`src/rtl/fetch_pkg.sv`:
```
// Shared types and defaults for the instruction prefetcher.
package fetch_pkg;

   localparam int unsigned DEPTH_DEF = 4;
   localparam int unsigned AW_DEF    = 14;

   // Buffered addresses are held at full word-address width. Narrower AW values
   // are zero-extended, so one entry type serves every AW.
   localparam int unsigned ENTRY_AW = 30;
   localparam int unsigned DW       = 32;

   typedef enum logic [0:0] {
      IDLE,
      STREAM
   } fetch_state_e;

   typedef struct packed {
      logic [ENTRY_AW-1:0] addr;
      logic [DW-1:0]       data;
   } fetch_entry_t;

endpackage

```
`src/rtl/prefetch_fifo.sv`:
```
// Entry FIFO holding prefetched {word address, instruction} pairs in fetch order.
module prefetch_fifo
   import fetch_pkg::*;
#(
   parameter int unsigned DEPTH = DEPTH_DEF
) (
   input  logic                         clk_i,
   input  logic                         rst_ni,
   input  logic                         push_i,
   input  fetch_entry_t                 push_entry_i,
   input  logic                         pop_i,
   input  logic                         flush_i,
   output logic [$clog2(DEPTH+1)-1:0]   count_o,
   output fetch_entry_t                 head_o,
   output logic                         full_o,
   output logic                         empty_o
);

   localparam int unsigned PW = (DEPTH > 1) ? $clog2(DEPTH) : 1;
   localparam int unsigned CW = $clog2(DEPTH + 1);

   fetch_entry_t  mem_q [DEPTH];
   logic [PW-1:0] wr_ptr_q, wr_ptr_d;
   logic [PW-1:0] rd_ptr_q, rd_ptr_d;
   logic [CW-1:0] count_q, count_d;

   // Pointer and occupancy update; flush wins over push/pop.
   always_comb begin
      wr_ptr_d = wr_ptr_q;
      rd_ptr_d = rd_ptr_q;
      count_d  = count_q;
      if (flush_i) begin
         wr_ptr_d = '0;
         rd_ptr_d = '0;
         count_d  = '0;
      end else begin
         if (push_i) wr_ptr_d = wr_ptr_q + PW'(1);
         if (pop_i)  rd_ptr_d = rd_ptr_q + PW'(1);
         count_d = count_q + CW'(push_i) - CW'(pop_i);
      end
   end

   // Control state register.
   always_ff @(posedge clk_i or negedge rst_ni) begin
      if (!rst_ni) begin
         wr_ptr_q <= '0;
         rd_ptr_q <= '0;
         count_q  <= '0;
      end else begin
         wr_ptr_q <= wr_ptr_d;
         rd_ptr_q <= rd_ptr_d;
         count_q  <= count_d;
      end
   end

   // Entry storage; contents are only meaningful below count_q, so no reset.
   always_ff @(posedge clk_i) begin
      if (push_i && !flush_i) begin
         mem_q[wr_ptr_q] <= push_entry_i;
      end
   end

   assign head_o  = mem_q[rd_ptr_q];
   assign count_o = count_q;
   assign full_o  = (count_q == CW'(DEPTH));
   assign empty_o = (count_q == '0);

endmodule

```
`src/rtl/instr_prefetch.sv`:
```
// Sequential instruction prefetcher between a CPU fetch port and a 1-cycle SRAM.
// Hits come from the FIFO head or from the in-flight SRAM response (bypass);
// anything else flushes and restarts the stream at the requested address.
module instr_prefetch
   import fetch_pkg::*;
#(
   parameter int unsigned DEPTH = DEPTH_DEF,
   parameter int unsigned AW    = AW_DEF
) (
   input  logic          clk,
   input  logic          rst,
   input  logic          cpu_req,
   input  logic [31:0]   cpu_addr,
   output logic          cpu_valid,
   output logic [31:0]   cpu_instr,
   output logic          mem_read,
   output logic [AW-1:0] mem_addr,
   input  logic [31:0]   mem_dout
);

   localparam int unsigned CW = $clog2(DEPTH + 1);

   fetch_state_e  state_q, state_d;
   logic          inflight_q, inflight_d;
   logic [AW-1:0] if_addr_q, if_addr_d;
   logic [AW-1:0] pf_addr_q, pf_addr_d;

   logic [AW-1:0] cpu_word;
   logic          unused_cpu_addr_bits;
   logic [CW-1:0] fifo_count;
   fetch_entry_t  fifo_head;
   fetch_entry_t  push_entry;
   logic          fifo_empty;
   logic          unused_fifo_full;

   logic          hit;
   logic          bypass;
   logic          miss;
   logic          resp_stale;
   logic          resp_ok;
   logic          push;
   logic          pop;
   logic [CW:0]   occ_after;
   logic          issue_pf;
   logic          issue;
   logic [AW-1:0] issue_addr;

   assign cpu_word             = cpu_addr[AW+1:2];
   assign unused_cpu_addr_bits = ^{cpu_addr[31:AW+2], cpu_addr[1:0]};

   // With a one-cycle SRAM the read outstanding at a miss returns in the miss
   // cycle itself; that response belongs to the flushed stream and is stale.
   assign resp_stale = miss;
   assign resp_ok    = inflight_q && !resp_stale;

   // Hit detection and miss decision.
   always_comb begin
      hit    = cpu_req && !fifo_empty && (fifo_head.addr == ENTRY_AW'(cpu_word));
      bypass = cpu_req && fifo_empty && inflight_q && (if_addr_q == cpu_word);
      miss   = cpu_req && !hit && !bypass;
   end

   assign pop  = hit;
   assign push = inflight_q && !bypass && !miss;

   assign push_entry.addr = ENTRY_AW'(if_addr_q);
   assign push_entry.data = mem_dout;

   // Occupancy as it will stand after this edge, before any new read lands.
   assign occ_after = {1'b0, fifo_count} - (CW + 1)'(pop) + (CW + 1)'(push);

   // Prefetch issue decision and SRAM address selection.
   always_comb begin
      issue_pf   = (state_q == STREAM) && !miss && (occ_after < (CW + 1)'(DEPTH));
      issue      = miss || issue_pf;
      issue_addr = miss ? cpu_word : pf_addr_q;
   end

   // FSM next state and tracking registers for the outstanding read.
   always_comb begin
      state_d    = state_q;
      inflight_d = issue;
      if_addr_d  = if_addr_q;
      pf_addr_d  = pf_addr_q;
      if (issue) begin
         if_addr_d = issue_addr;
      end
      if (miss) begin
         pf_addr_d = cpu_word + AW'(1);
      end else if (issue_pf) begin
         pf_addr_d = pf_addr_q + AW'(1);
      end
      unique case (state_q)
         IDLE:    if (cpu_req) state_d = STREAM;
         STREAM:  state_d = STREAM;
         default: state_d = IDLE;
      endcase
   end

   // State registers; reset also discards any read still outstanding.
   always_ff @(posedge clk or negedge rst) begin
      if (!rst) begin
         state_q    <= IDLE;
         inflight_q <= 1'b0;
         if_addr_q  <= '0;
         pf_addr_q  <= '0;
      end else begin
         state_q    <= state_d;
         inflight_q <= inflight_d;
         if_addr_q  <= if_addr_d;
         pf_addr_q  <= pf_addr_d;
      end
   end

   // Outputs are gated by reset so they drop to zero as soon as rst falls.
   always_comb begin
      cpu_valid = rst && (hit || (bypass && resp_ok));
      cpu_instr = '0;
      if (cpu_valid) begin
         cpu_instr = hit ? fifo_head.data : mem_dout;
      end
      mem_read = rst && issue;
      mem_addr = mem_read ? issue_addr : if_addr_q;
   end

   prefetch_fifo #(
      .DEPTH (DEPTH)
   ) u_fifo (
      .clk_i        (clk),
      .rst_ni       (rst),
      .push_i       (push),
      .push_entry_i (push_entry),
      .pop_i        (pop),
      .flush_i      (miss),
      .count_o      (fifo_count),
      .head_o       (fifo_head),
      .full_o       (unused_fifo_full),
      .empty_o      (fifo_empty)
   );

endmodule

```
`config.mk`:
```
export PLATFORM = sky130hd
export DESIGN_NAME = instr_prefetch
export DESIGN_NICKNAME = d
export VERILOG_FILES = /design/src/rtl/fetch_pkg.sv /design/src/rtl/prefetch_fifo.sv /design/src/rtl/instr_prefetch.sv
export SDC_FILE = /design/constraint.sdc
export NUM_CORES = 1
export LEC_CHECK = 0
export BUFFER_PORTS_ARGS = -buffer_cell sky130_fd_sc_hd__buf_2
export CAP_MARGIN = 20
export CORE_UTILIZATION = 63
export CTS_BUF_LIST = sky130_fd_sc_hd__clkbuf_4 sky130_fd_sc_hd__clkbuf_8 sky130_fd_sc_hd__clkbuf_16
export DETAILED_ROUTE_END_ITERATION = 16
export PLACE_DENSITY = 0.93
export SLEW_MARGIN = 20
export SYNTH_ARGS = -nofsm -noshare
export SYNTH_HDL_FRONTEND = slang
export SYNTH_SLANG_ARGS = --single-unit
```
`constraint.sdc`:
```
create_clock -name clk -period 7.3 [get_ports clk]
set_clock_uncertainty 0.15 [all_clocks]
set_input_delay 0.365 -clock clk [delete_from_list [all_inputs] [get_ports clk]]
set_output_delay 0.365 -clock clk [all_outputs]
set_load 0.02 [all_outputs]
```
==> results_dict.tcl <==
set metrics [dict create \
    regToRegSetupSlack_ps 2000 \
    die_h_um 129 \
    first_global_vias 6532 \
    hold_viol_final 0 \
    fin_setup_tns_ps 0 \
    grt_setup_unrepaired "false" \
    sequentialPowerShare_pct 49.9 \
    worst_slew_pin_slew_ps 1020 \
    avgSynthCellArea_sq_um 14.0 \
    drt_iter0_markers 578 \
    min_from "cpu_addr[9]" \
    cp-startpoint "u_fifo.rd_ptr_q[0]$_DFFE_PN0P_" \
    cts_buffer_depth 3 \
    wl_per_cell_um 21.6 \
    cts-root-buf "clkbuf_16" \
    intPower_uw 2550 \
    synth_cells 728 \
    max-vdd-ir-drop_uv 257 \
    antenna_cells 0 \
    yosysSeqAreaShare_pct 63.5 \
    setup-violations-final 0 \
    p_switching_uw 1080 \
    synth_edf_count 184 \
    start_util_pct 64.2 \
    path_clk_slew_ps 60 \
    drive_above_1_share_pct 23.0 \
    slew_violations 0 \
    grt_max_degree 65 \
    die_area_sq_um 16600 \
    syn_nets 805 \
    area_growth_pct 15.9 \
    ff_latch_area_sq_um 6450 \
    leakagePower_uw 0.00439 \
    busiest_layer "met2" \
    dp.cells 1005 \
    layout.nets 923 \
    port_buffers 96 \
    grt_overflow 0 \
    gp_congestion 0.937 \
    grtUsageMet2_pct 47.6 \
    hold-worst-slack_ps 60.6 \
    worstHoldPathType "in -> reg" \
    switching_share_pct 29.7 \
    dp_hpwl_mm 13.5 \
    antenna_found_initial 1 \
    post_cts_buffers 0 \
    tritoncts "done" \
    clock_sinks 221 \
    rr_startpoint "u_fifo.rd_ptr_q[0]$_DFFE_PN0P_" \
    synth-async-reset-ratio_pct 16.7 \
    vias_per_cell 6.25 \
    met1_usage_pct 37.3 \
    synth_seq_cells 221 \
    htreeDepth 1 \
    critPathLaunchType "flop" \
    max_freq_mhz 158 \
    multi_input_area_sq_um 3430 \
    required_ps 6780 \
    slew_headroom_pct 32.3 \
    cts_buffers 21 \
    synth_warnings 0 \
    dr.pass1.iters 5 \
    antenna_left 0 \
    synth.cell_area_sq_um 10200 \
    grt_first_pass_wirelength_mm 35.0 \
    rows 46 \
    n_fill_cell 909 \
    finalWirelength_mm 23.3 \
    pwr-share-clk_pct 27.7 \
    end_kind "primary output" \
    track_usage_pct 28.1 \
    ios 115 \
    endpoint "mem_addr[0]" \
    power_frac_comb_pct 22.4 \
    clock_latency_ps 490 \
    drcViolationCount 0 \
    status "finished, final reports clean" \
    arrival_ps 5830 \
    use_met3_pct 4.20 \
    p_per_area_nw_per_um2 308 \
    die_x_um 129 \
    period_share_pct 86.9 \
    yosysUniqueCellTypes 54 \
    final_cells 1076 \
    timing.rr.end "pf_addr_q[1]$_DFFE_PN0P_" \
    ff2ff_path_depth 14 \
    maxCapViolCount 0 \
    vias 6728 \
    worstSetupPathType "reg -> out" \
    core_sq_um 15800 \
    crit_fanout 54 \
    fin_crit_ps 6340 \
    synth_ff_type "edfxtp_1" \
]
registers in the layout (all words and copies together) (netlist names):
register / flops
u_fifo.wr_ptr_q: 2
if_addr_q: 14
inflight_q: 1
u_fifo.count_o: 3
pf_addr_q: 14
state_q: 1
u_fifo.mem_q: 184
u_fifo.rd_ptr_q: 2
worst min-delay path by stage:
| stage | end | slack (ps) | cells after the start |
|---|---|---|---|
| floorplan | if_addr_q[0]$_DFFE_PN0P_ | -80 | 0 |
| global placement | state_q$_DFF_PN0_ | 360 | 1 |
| detailed placement | state_q$_DFF_PN0_ | 360 | 1 |
| CTS | if_addr_q[5]$_DFFE_PN0P_ | 40 | 3 |
| global route | if_addr_q[12]$_DFFE_PN0P_ | 70 | 3 |
| finish | if_addr_q[7]$_DFFE_PN0P_ | 60 | 3 |
per-stage QoR:
stage / total power, uW / area [sq um] / setup slack [ps] / util, %
after floorplan: 2350 / 10200 / 2220 / -
after global placement: 2570 / 10800 / 1630 / 68.3
after detailed placement: 2610 / 10800 / 1460 / 68.3
after CTS: 3620 / 11800 / 922 / 74.4
after global routing: 3770 / 11800 / 620 / 74.4
final: 3630 / 11800 / 960 / 74.4
power by group through the flow:
stage               Combinational, uW  Sequential, uW  Clock [uW]
finish                            813            1810        1010
global route                      878            1830        1060
CTS                               807            1800        1010
detailed placement                786            1830           0
global placement                  761            1810           0
floorplan                         583            1770           0
cell usage after synthesis (2+ instances only):
| master | count | area, sq um |
|---|---|---|
| nor3_1 | 9 | 45.0 |
| nand2_1 | 96 | 360 |
| a221o_1 | 12 | 120 |
| nor4_1 | 8 | 50.1 |
| edfxtp_1 | 184 | 5530 |
| xnor2_1 | 31 | 272 |
| or3_1 | 2 | 12.5 |
| clkbuf_1 | 34 | 128 |
| a221oi_1 | 4 | 35.0 |
| a31o_2 | 2 | 17.5 |
| mux2_2 | 2 | 22.5 |
| xor2_1 | 25 | 219 |
| nor2_1 | 26 | 97.6 |
| mux4_2 | 39 | 878 |
| dfrtp_1 | 37 | 926 |
| buf_2 | 9 | 45.0 |
| o21ai_0 | 19 | 95.1 |
| nand4_1 | 11 | 68.8 |
| o21ai_1 | 2 | 10.0 |
| mux2i_1 | 29 | 290 |
| and3_1 | 25 | 156 |
| nand3_1 | 6 | 30.0 |
| a21o_1 | 2 | 15.0 |
| buf_4 | 4 | 30.0 |
| ha_1 | 9 | 113 |
| inv_1 | 21 | 78.8 |
| a21oi_1 | 45 | 225 |
| and2_1 | 9 | 56.3 |
cells by family after synthesis:
family          count (synthesis)  synth area share, %
xor+xnor                       56                 4.83
buf+inv                        69                 2.88
compound gates                101                 6.48
fa+ha+maj                      10                 1.31
mux                            71                 11.8
flops                         221                 63.5
simple gates                  200                 9.19
cell type report:
type                            instances  share of cell area (%)
Multi-Input combinational cell        438                    29.1
Sequential cell                       221                    54.8
Clock buffer                           27                    4.84
Tap cell                              216                    2.29
Timing Repair Buffer                  143                    7.80
Inverter                               21                   0.669
Clock inverter                         10                   0.510
critical path, stage by stage (launching register included):
cell	delay (ps)
dfrtp_2	1020
mux4_2	620
a22oi_1	270
o2111ai_1	200
a2111o_1	460
o21a_4	410
nor2_1	300
ha_1	250
fa_1	240
nor3_1	70
a31o_2	250
and2_1	170
buf_4	210
nand2_1	190
nor2_1	60
a221oi_1	370
buf_2	240
what timing repair did:
item,in CTS,in global routing
resized for setup,0,0
hold buffers,34,0
hold endpoints to repair,166,0
setup endpoints to repair,0,0
layout by cell type, fill, tap and decap left out, types with 25 or more instances in the layout:
cell type,instances
a21oi_1,45
and3_1,25
buf_2,96
dfrtp_1,35
dlygate4sd3_1,34
edfxtp_1,184
mux2i_1,29
mux4_2,39
nand2_1,96
nor2_1,26
xnor2_1,31
xor2_1,25
layer usage:
layer  share of wire [%]  vias up  routed length [um]
li1                    -     2970                   -
met2                  50      388               11700
met1                  38     3285                8870
met3                 8.4       83                1950
met5               0.047        -                  11
met4                 3.4        2                 782
Note: power is estimated with default switching activity, not from simulation.
